[src/rtl/apb_pkg.sv]
// Shared APB definitions: FSM states, access size codes and byte-lane helpers.
// The lane helpers are pure functions, so completers can reuse them for strobe merge.
package apb_pkg;

    typedef enum logic [1:0] {
        ST_IDLE   = 2'b00,
        ST_SETUP  = 2'b01,
        ST_ACCESS = 2'b10,
        ST_RESP   = 2'b11
    } state_t;

    localparam logic [1:0] SIZE_B = 2'b00;
    localparam logic [1:0] SIZE_H = 2'b01;
    localparam logic [1:0] SIZE_W = 2'b10;

    function automatic logic lane_misaligned(input logic [1:0] size, input logic [1:0] addr_lo);
        logic bad;
        case (size)
            SIZE_B:  bad = 1'b0;
            SIZE_H:  bad = addr_lo[0];
            SIZE_W:  bad = (addr_lo != 2'b00);
            default: bad = 1'b1;
        endcase
        return bad;
    endfunction

    function automatic logic [3:0] lane_strobe(input logic [1:0] size, input logic [1:0] addr_lo);
        logic [3:0] stb;
        case (size)
            SIZE_B:  stb = 4'b0001 << addr_lo;
            SIZE_H:  stb = addr_lo[1] ? 4'b1100 : 4'b0011;
            SIZE_W:  stb = 4'b1111;
            default: stb = 4'b0000;
        endcase
        return stb;
    endfunction

    function automatic logic [31:0] lane_steer(input logic [1:0] size, input logic [1:0] addr_lo,
                                               input logic [31:0] wdata);
        logic [31:0] lanes;
        case (size)
            SIZE_B:  lanes = {24'h0, wdata[7:0]} << {addr_lo, 3'b000};
            SIZE_H:  lanes = {16'h0, wdata[15:0]} << {addr_lo[1], 4'b0000};
            SIZE_W:  lanes = wdata;
            default: lanes = 32'h0;
        endcase
        return lanes;
    endfunction

    function automatic logic [31:0] lane_extract(input logic [1:0] size, input logic [1:0] addr_lo,
                                                 input logic is_unsigned, input logic [31:0] rdata);
        logic [31:0] sh;
        logic [31:0] ext;
        sh = rdata >> {addr_lo, 3'b000};
        case (size)
            SIZE_B:  ext = is_unsigned ? {24'h0, sh[7:0]} : {{24{sh[7]}}, sh[7:0]};
            SIZE_H:  ext = is_unsigned ? {16'h0, sh[15:0]} : {{16{sh[15]}}, sh[15:0]};
            default: ext = rdata;
        endcase
        return ext;
    endfunction

    // Completer side: fold strobed write lanes into an existing word.
    function automatic logic [31:0] lane_merge(input logic [31:0] old_word, input logic [31:0] new_lanes,
                                               input logic [3:0] stb);
        logic [31:0] mask;
        mask = {{8{stb[3]}}, {8{stb[2]}}, {8{stb[1]}}, {8{stb[0]}}};
        return (old_word & ~mask) | (new_lanes & mask);
    endfunction

endpackage

[src/rtl/apb_lane.sv]
// Byte-lane steering, strobe generation, alignment check and load extraction.
// Latency: purely combinational. Backpressure: none, no state.
module apb_lane
    import apb_pkg::*;
(
    input  logic [1:0]  wr_size,
    input  logic [1:0]  wr_addr_lo,
    input  logic        wr_write,
    input  logic [31:0] wr_data,
    output logic [31:0] wr_lanes,
    output logic [3:0]  wr_stb,
    output logic        wr_misaligned,
    input  logic [1:0]  rd_size,
    input  logic [1:0]  rd_addr_lo,
    input  logic        rd_unsigned,
    input  logic [31:0] rd_data,
    output logic [31:0] rd_ext
);

    // Loads drive no strobes and an all-zero data bus.
    assign wr_lanes      = wr_write ? lane_steer(wr_size, wr_addr_lo, wr_data) : 32'h0;
    assign wr_stb        = wr_write ? lane_strobe(wr_size, wr_addr_lo) : 4'b0000;
    assign wr_misaligned = lane_misaligned(wr_size, wr_addr_lo);
    assign rd_ext        = lane_extract(rd_size, rd_addr_lo, rd_unsigned, rd_data);

endmodule

[src/rtl/apb_initiator.sv]
// APB requester: one load/store in, one SETUP/ACCESS transfer out, one response pulse back.
// Latency: accept->resp 3 cycles plus wait states; misaligned/illegal requests respond next cycle.
// Backpressure: req_ready only in IDLE; response pulse has no backpressure; ACCESS stalls on pready.
module apb_initiator
    import apb_pkg::*;
#(
    parameter int ADDR_WIDTH = 32,
    parameter int DATA_WIDTH = 32,
    parameter int TIMEOUT    = 255
) (
    input  logic                  pclk,
    input  logic                  presetn,
    input  logic                  req_valid,
    output logic                  req_ready,
    input  logic [ADDR_WIDTH-1:0] req_addr,
    input  logic [DATA_WIDTH-1:0] req_wdata,
    input  logic                  req_write,
    input  logic [1:0]            req_size,
    input  logic                  req_unsigned,
    output logic                  resp_valid,
    output logic [DATA_WIDTH-1:0] resp_rdata,
    output logic                  resp_err,
    output logic [ADDR_WIDTH-1:0] paddr,
    output logic [DATA_WIDTH-1:0] pdata,
    output logic [3:0]            pstb,
    output logic                  psel,
    output logic                  penable,
    output logic                  pwrite,
    input  logic [DATA_WIDTH-1:0] prdata,
    input  logic                  pready,
    input  logic                  perr
);

    localparam int CNT_W = (TIMEOUT < 2) ? 1 : $clog2(TIMEOUT + 1);
    localparam logic [CNT_W:0] TO_VAL = (CNT_W + 1)'(TIMEOUT);

    state_t                 state_q, state_d;
    logic [CNT_W-1:0]       cnt_q, cnt_d;
    logic [CNT_W:0]         cnt_inc;
    logic [ADDR_WIDTH-1:0]  addr_q, addr_d;
    logic [1:0]             size_q, size_d;
    logic                   uns_q, uns_d;
    logic                   write_q, write_d;
    logic [DATA_WIDTH-1:0]  pdata_q, pdata_d;
    logic [3:0]             pstb_q, pstb_d;
    logic                   psel_q, psel_d;
    logic                   penable_q, penable_d;
    logic                   resp_vld_q, resp_vld_d;
    logic [DATA_WIDTH-1:0]  resp_rdata_q, resp_rdata_d;
    logic                   resp_err_q, resp_err_d;

    logic [31:0] st_lanes;
    logic [3:0]  st_stb;
    logic        st_misaligned;
    logic [31:0] ld_ext;

    apb_lane u_lane (
        .wr_size       (req_size),
        .wr_addr_lo    (req_addr[1:0]),
        .wr_write      (req_write),
        .wr_data       (req_wdata),
        .wr_lanes      (st_lanes),
        .wr_stb        (st_stb),
        .wr_misaligned (st_misaligned),
        .rd_size       (size_q),
        .rd_addr_lo    (addr_q[1:0]),
        .rd_unsigned   (uns_q),
        .rd_data       (prdata),
        .rd_ext        (ld_ext)
    );

    assign cnt_inc = {1'b0, cnt_q} + (CNT_W + 1)'(1);

    always_comb begin
        state_d      = state_q;
        cnt_d        = cnt_q;
        addr_d       = addr_q;
        size_d       = size_q;
        uns_d        = uns_q;
        write_d      = write_q;
        pdata_d      = pdata_q;
        pstb_d       = pstb_q;
        psel_d       = 1'b0;
        penable_d    = 1'b0;
        resp_vld_d   = 1'b0;
        resp_rdata_d = '0;
        resp_err_d   = 1'b0;

        case (state_q)
            ST_IDLE: begin
                if (req_valid) begin
                    addr_d  = req_addr;
                    size_d  = req_size;
                    uns_d   = req_unsigned;
                    write_d = req_write;
                    pdata_d = st_lanes;
                    pstb_d  = st_stb;
                    if (st_misaligned) begin
                        state_d    = ST_RESP;
                        resp_vld_d = 1'b1;
                        resp_err_d = 1'b1;
                    end else begin
                        state_d = ST_SETUP;
                        psel_d  = 1'b1;
                        cnt_d   = '0;
                    end
                end
            end
            ST_SETUP: begin
                state_d   = ST_ACCESS;
                psel_d    = 1'b1;
                penable_d = 1'b1;
            end
            ST_ACCESS: begin
                // A completion in the last allowed cycle beats the timeout.
                if (pready || perr) begin
                    state_d      = ST_RESP;
                    resp_vld_d   = 1'b1;
                    resp_err_d   = perr;
                    resp_rdata_d = (!write_q && !perr) ? ld_ext : '0;
                end else if (TIMEOUT != 0 && cnt_inc == TO_VAL) begin
                    state_d    = ST_RESP;
                    resp_vld_d = 1'b1;
                    resp_err_d = 1'b1;
                end else begin
                    psel_d    = 1'b1;
                    penable_d = 1'b1;
                    cnt_d     = cnt_inc[CNT_W-1:0];
                end
            end
            default: begin
                state_d = ST_IDLE;
            end
        endcase
    end

    always_ff @(posedge pclk or negedge presetn) begin
        if (!presetn) begin
            state_q      <= ST_IDLE;
            cnt_q        <= '0;
            addr_q       <= '0;
            size_q       <= SIZE_B;
            uns_q        <= 1'b0;
            write_q      <= 1'b0;
            pdata_q      <= '0;
            pstb_q       <= 4'b0000;
            psel_q       <= 1'b0;
            penable_q    <= 1'b0;
            resp_vld_q   <= 1'b0;
            resp_rdata_q <= '0;
            resp_err_q   <= 1'b0;
        end else begin
            state_q      <= state_d;
            cnt_q        <= cnt_d;
            addr_q       <= addr_d;
            size_q       <= size_d;
            uns_q        <= uns_d;
            write_q      <= write_d;
            pdata_q      <= pdata_d;
            pstb_q       <= pstb_d;
            psel_q       <= psel_d;
            penable_q    <= penable_d;
            resp_vld_q   <= resp_vld_d;
            resp_rdata_q <= resp_rdata_d;
            resp_err_q   <= resp_err_d;
        end
    end

    assign req_ready  = (state_q == ST_IDLE);
    assign resp_valid = resp_vld_q;
    assign resp_rdata = resp_rdata_q;
    assign resp_err   = resp_err_q;
    assign paddr      = addr_q;
    assign pdata      = pdata_q;
    assign pstb       = pstb_q;
    assign psel       = psel_q;
    assign penable    = penable_q;
    assign pwrite     = write_q;

endmodule

[config.mk]
export PLATFORM = sky130hd
export DESIGN_NAME = apb_initiator
export DESIGN_NICKNAME = d
export VERILOG_FILES = /design/src/rtl/apb_pkg.sv /design/src/rtl/apb_lane.sv /design/src/rtl/apb_initiator.sv
export SDC_FILE = /design/constraint.sdc
export NUM_CORES = 1
export LEC_CHECK = 0
export CAP_MARGIN = 20
export CORE_MARGIN = 3
export CORE_UTILIZATION = 30
export CTS_BUF_LIST = sky130_fd_sc_hd__clkbuf_4
export DETAILED_ROUTE_END_ITERATION = 10
export PLACE_DENSITY_LB_ADDON = 0.08
export SLEW_MARGIN = 20
export SYNTH_ARGS = -nofsm -noshare
export SYNTH_HDL_FRONTEND = slang
export SYNTH_SLANG_ARGS = --single-unit
[constraint.sdc]
create_clock -name pclk -period 2.1 [get_ports pclk]
set_input_delay 0.315 -clock pclk [delete_from_list [all_inputs] [get_ports pclk]]
set_output_delay 0.315 -clock pclk [all_outputs]
set_load 0.005 [all_outputs]
==> run metrics, run 1 <==
final hold violation count 0; worst path required time 2.53 ns; Int Power 0.00612 W; WP data arrival 2.49 ns; IO Pins 211; critical path type register to register; Yosys top cell by area dfrtp_1; GRT overflow 0; asr flop ratio synth 100%; CP max stage cell dfrtp_2; WL/cell 17.6 um; Net Sw Frac 34.1%; pwr/cell area 1110 nW/um2; Synth Register Bits 118; initial antenna violation count 1; total power 0.00930 W; setup slack, reg-to-reg 0.03 ns; # fillers 1651; Max VDD drop 566 uV; Die Y 140 um; crit path cell chain ha_2 > and3_4 > mux2_4 > a221o_1 > a2bb2oi_2 > mux2_1; placed cells 937; Core Area 17500 um2; Total GRT Usage 17.8%; die width 140 um; reg2reg start cnt_q[0]; global-route wire length before repair 27.8 mm; RSZ-0062 raised after global routing yes; Placed Area 8000 um2; Rows 48; clk sinks 118; crit path launch type register; Reg2Reg Depth 6; clk_lat worst skew 0.53 ns; fin nets 848; fraction of layout cells with a size suffix above 1 17.3%; Worst-Margin Slew 0.648 ns; YS warnings 0; pin count of the biggest net entering global routing 60; Synth area leaders dfrtp_1, mux2_2, o21ai_0; CTS tree yes; GP Congestion 0.863; Most used DFF post-synth dfrtp_1; Switching Power 0.00318 W; Tmin final 2.07 ns; vias in the first global route 5075; number of I/O port buffers 210; CP Max Fanout 6; top cells by count, synth dfrtp_1, nand2_1, o21ai_0; Cell Area, Synth 5410 um2; worst hold path type input port to asynchronous set/reset pin; fmax 484 MHz; CTS H-Tree Depth 4; Netlist cell types 53; clock network fraction of design power 18.0%; Final Max Tran Viols 0; Worst Setup End Kind register; clock buffer count from CTS 17; Starting Density 30.9%; Setup crit end state_q[1]; DRT Pass-1 Iters 7; vias after detailed routing 4840; HPWL after DPL 12.8 mm; Max Cap Violations 0; Bufs on Longest Clock Path 2; Post-Layout Inst Area 8370 um2; antenna viol nets, final 0; Layout area overhead 54.7%; Lkg Pwr 3.51 nW; Final Cycle Share 98.4%; fin cells 977; Yosys top cell area share 54.6%; sequential share of power 36.3%; total wire length after detailed routing 17.2 mm; Clock Skew 0.0177 ns; most common cell in the netlist dfrtp_1; Seq/Total Area, Yosys 54.6%; R2R Path End state_q[1]; CP Launch Point cnt_q[0]; Setup-failing EPs final 0; Post-synth EDFFs 0; Logic pwr share 45.7%; CTS Root Buffer Type clkbuf_4; DR iter-0 viols 262; clock slew at reported path FFs 0.12 ns; Syn Nets 608; post-DR vias/cell 4.95; normalized max-slew margin 56.6%; die footprint 19700 um2; drt drc 0; Post-Synthesis Cells 497; outcome completed; delay of the slowest cell on the worst path 0.43 ns; Avg Inst Size Synth 10.9 um2
==> critical path, delay by kind of cell, from the launching register on <==
| kind | cells | cell delay [ns] |
|---|---|---|
| adder cells (fa/ha/maj) | 1 | 0.20 |
| multiplexers | 2 | 0.64 |
| AND/OR/NAND/NOR | 1 | 0.19 |
| flip-flops | 1 | 0.43 |
| AO/OA/AOI/OAI | 2 | 0.51 |
==> timing repair <==
item | CTS | global route
pin swaps | 1 | 0
hold buffers | 1 | 0
resized for setup | 9 | 2
setup buffers | 3 | 2
hold endpoints to repair | 37 | 0
endpoints found under the setup margin | 4 | 8
==> logic make-up after synthesis <==
kind of cell               synth area share, %
muxes                                     10.2
adders and majority gates                 1.39
DFF                                       54.6
and+or+nand+nor                           13.5
AOI/OAI and AO/OA                         17.5
buffers and inverters                     2.87
==> flip-flops by register name, indices dropped and copies added (netlist names) <==
signal,cells
psel,1
resp_rdata,32
cnt_q,8
resp_valid,1
size_q,2
uns_q,1
penable,1
pdata,32
pwrite,1
state_q,2
resp_err,1
paddr,32
pstb,4
==> how the worst min path moves through the flow <==
stage,startpoint,end,depth (start not counted)
2_1_floorplan,presetn,cnt_q[0],0
3_3_place_gp,presetn,resp_rdata[20],1
5_1_grt,presetn,resp_rdata[20],2
3_5_place_dp,presetn,resp_rdata[21],1
4_1_cts,presetn,resp_rdata[21],2
6_report,presetn,resp_rdata[20],2
==> routing by layer <==
layer  GRT usage [%]  wire, um  vias up
li1                -         -     2292
met3            6.69      1380       15
met1            22.8      7390     2347
met2            28.6      8240      186
met5               0         0        -
met4            4.23       176        0
==> per-stage QoR <==
stage / utilization, % / setup TNS, ns / setup WS, ns / hold WS [ns]
floorplan: - / 0 / 0.0354 / 0.0194
global placement: 45.8 / -0.143 / -0.0898 / 0.327
detailed placement: 45.8 / -1.15 / -0.160 / 0.326
CTS: 47.7 / 0 / 0.00521 / 0.254
global route: 47.9 / -0.0896 / -0.0268 / 0.292
finish: 47.9 / 0 / 0.0334 / 0.277
==> layout make-up <==
| cell class | count | area, um2 | area share [%] |
|---|---|---|---|
| Tap cell | 225 | 282 | 3.37 |
| Multi-Input combinational cell | 339 | 2340 | 27.9 |
| Sequential cell | 118 | 2960 | 35.3 |
| Inverter | 10 | 37.5 | 0.449 |
| Clock buffer | 17 | 128 | 1.53 |
| Antenna cell | 2 | 5.00 | 0.0598 |
| Timing Repair Buffer | 251 | 2470 | 29.5 |
| Clock inverter | 15 | 155 | 1.85 |
==> layout by cell type (no fill, tap or decap), types with 3 or more instances in the layout <==
| master | instances |
|---|---|
| nor2_1 | 33 |
| nor3_1 | 20 |
| inv_1 | 8 |
| nor2b_1 | 20 |
| clkdlybuf4s50_1 | 208 |
| clkinv_4 | 3 |
| nand3_1 | 7 |
| a221oi_1 | 7 |
| mux2i_1 | 11 |
| dfrtp_1 | 116 |
| nand2b_1 | 4 |
| nand3b_1 | 4 |
| a21oi_1 | 21 |
| o21ai_0 | 42 |
| a22oi_1 | 16 |
| a22o_1 | 19 |
| buf_12 | 4 |
| buf_4 | 35 |
| inv_6 | 3 |
| o221a_2 | 7 |
| mux2_2 | 35 |
| o21a_1 | 3 |
| ha_1 | 4 |
| nand2_1 | 43 |
| clkinvlp_4 | 4 |
| clkbuf_4 | 17 |
==> power groups by stage <==
stage               Combinational [W]  Clock, W  Sequential [W]
floorplan                     0.00182         0         0.00342
CTS                           0.00426   0.00173         0.00340
finish                        0.00425   0.00167         0.00338
global route                  0.00467   0.00184         0.00348
detailed placement            0.00416         0         0.00344
global placement              0.00411         0         0.00341
Power figures use the tool's default switching activity.
==> run 2: changes to the inputs <==
--- a/config.mk
+++ b/config.mk
@@ -12,5 +12,4 @@
 export DETAILED_ROUTE_END_ITERATION = 10
 export PLACE_DENSITY_LB_ADDON = 0.08
-export SLEW_MARGIN = 20
 export SYNTH_ARGS = -nofsm -noshare
 export SYNTH_HDL_FRONTEND = slang
==> constraint.sdc (replaced) <==
create_clock -name pclk -period 2.1 [get_ports pclk]
set_input_delay 0.42 -clock pclk [delete_from_list [all_inputs] [get_ports pclk]]
set_output_delay 0.42 -clock pclk [all_outputs]
set_load 0.005 [all_outputs]
==> run metrics, run 2 (same netlist as run 1, synthesis figures left out) <==
die width 140 um; DRT Pass-1 Iters 4; Rows 48; Max VDD drop 510 uV; GP Congestion 0.849; clock buffer count from CTS 17; crit path launch type register; worst hold path type input port to asynchronous set/reset pin; Reg2Reg Depth 6; RSZ-0062 raised after global routing yes; number of I/O port buffers 210; CTS tree yes; Setup crit end state_q[1]; Worst-Margin Slew 0.694 ns; global-route wire length before repair 27.8 mm; Total GRT Usage 17.9%; drt drc 0; leading cell type in the layout, fill and taps excluded clkdlybuf4s50_1; Final Cycle Share 98.4%; sequential share of power 36.5%; antenna viol nets, final 0; HPWL after DPL 12.6 mm; GRT overflow 0; Starting Density 30.9%; initial antenna violation count 1; CTS Root Buffer Type clkbuf_4; vias in the first global route 5124; worst path required time 2.51 ns; Die Y 140 um; outcome completed; IO Pins 211; Clock Skew 0.0163 ns; WP data arrival 2.48 ns; Worst Setup End Kind register; total wire length after detailed routing 17.2 mm; final hold violation count 0; Max Cap Violations 0; Tmin final 2.07 ns; total power 0.00917 W; CTS H-Tree Depth 4; CP Max Fanout 4; clk_lat worst skew 0.53 ns; WL/cell 17.5 um; Logic pwr share 48.0%; Switching Power 0.00306 W; Lkg Pwr 3.56 nW; Layout area overhead 55.2%; pin count of the biggest net entering global routing 74; critical path type register to register; WHS 0.405 ns; most frequent cells in the layout clkdlybuf4s50_1, dfrtp_1, buf_4, nand2_1, o21ai_0; post-DR vias/cell 4.89; Final Max Tran Viols 0; clk sinks 118; Bufs on Longest Clock Path 2; fin nets 859; die footprint 19700 um2; Setup-failing EPs final 0; vias after detailed routing 4810; clock network fraction of design power 15.5%; fraction of layout cells with a size suffix above 1 18.1%; setup slack, reg-to-reg 0.03 ns; pwr/cell area 1090 nW/um2; Net Sw Frac 33.3%; fmax 484 MHz; clock slew at reported path FFs 0.11 ns; normalized max-slew margin 53.5%; reg2reg start cnt_q[0]; Core Area 17500 um2; DR iter-0 viols 331; R2R Path End state_q[1]; CP Launch Point cnt_q[0]; Int Power 0.00612 W
[run 2: what timing repair did]
item / in CTS / in global routing
cloned: 1 / 0
hold buffers: 1 / 0
gates resized for setup: 9 / 3
endpoints found under the setup margin: 4 / 14
endpoints found under the hold margin: 118 / 0
pin swaps: 1 / 1
buffers inserted: 7 / 0
[run 2: power groups by stage]
stage          Combinational (W)  Sequential (W)  Clock, W
5_1_grt                  0.00481         0.00345   0.00159
3_3_place_gp             0.00419         0.00338         0
2_1_floorplan            0.00182         0.00342         0
4_1_cts                  0.00443         0.00336   0.00149
6_report                 0.00440         0.00335   0.00142
3_5_place_dp             0.00423         0.00340         0
[run 2: critical path, cell delays in order, from the launching register on]
cell and delay, ns:
dfrtp_1 0.42, ha_2 0.21, and3_4 0.18, mux2_4 0.31, a221o_1 0.32, a2bb2oi_2 0.20, mux2_4 0.31
[run 2: layout make-up]
| type | instances | area (um2) |
|---|---|---|
| clock inverter | 7 | 60.1 |
| clock buffer | 21 | 158 |
| sequential | 118 | 2950 |
| antenna | 1 | 2.50 |
| timing repair buffer | 262 | 2560 |
| multi-input combinational | 339 | 2340 |
| inverter | 10 | 37.5 |
| fill | 1642 | 9080 |
| tap | 225 | 282 |
[run 2: worst min-delay path by stage]
stage	startpoint	slack, ns	to
floorplan	presetn	0.12	cnt_q[0]
global placement	presetn	0.43	resp_rdata[18]
detailed placement	presetn	0.44	resp_rdata[18]
CTS	presetn	0.39	resp_rdata[18]
global route	presetn	0.41	resp_rdata[17]
finish	presetn	0.40	resp_rdata[17]
[run 2: routing by layer]
layer	up-vias	wire length, um	GRT usage [%]
met2	162	8270	29.4
li1	2298	-	-
met5	-	0	0
met3	19	1300	5.57
met1	2331	7360	22.4
met4	0	269	6.07
[run 2: stage by stage]
| step | setup TNS, ns | util (%) | cells | setup slack, ns | instance area [um2] |
|---|---|---|---|---|---|
| floorplan | 0 | - | 497 | 0.0354 | 5420 |
| global route | -0.162 | 48.0 | 983 | -0.0556 | 8400 |
| finish | 0 | 48.0 | 983 | 0.0332 | 8400 |
| detailed placement | -5.21 | 46.2 | 945 | -0.306 | 8080 |
| CTS | 0 | 48.0 | 982 | 0.00152 | 8390 |
| global placement | -3.82 | 46.2 | 945 | -0.270 | 8080 |
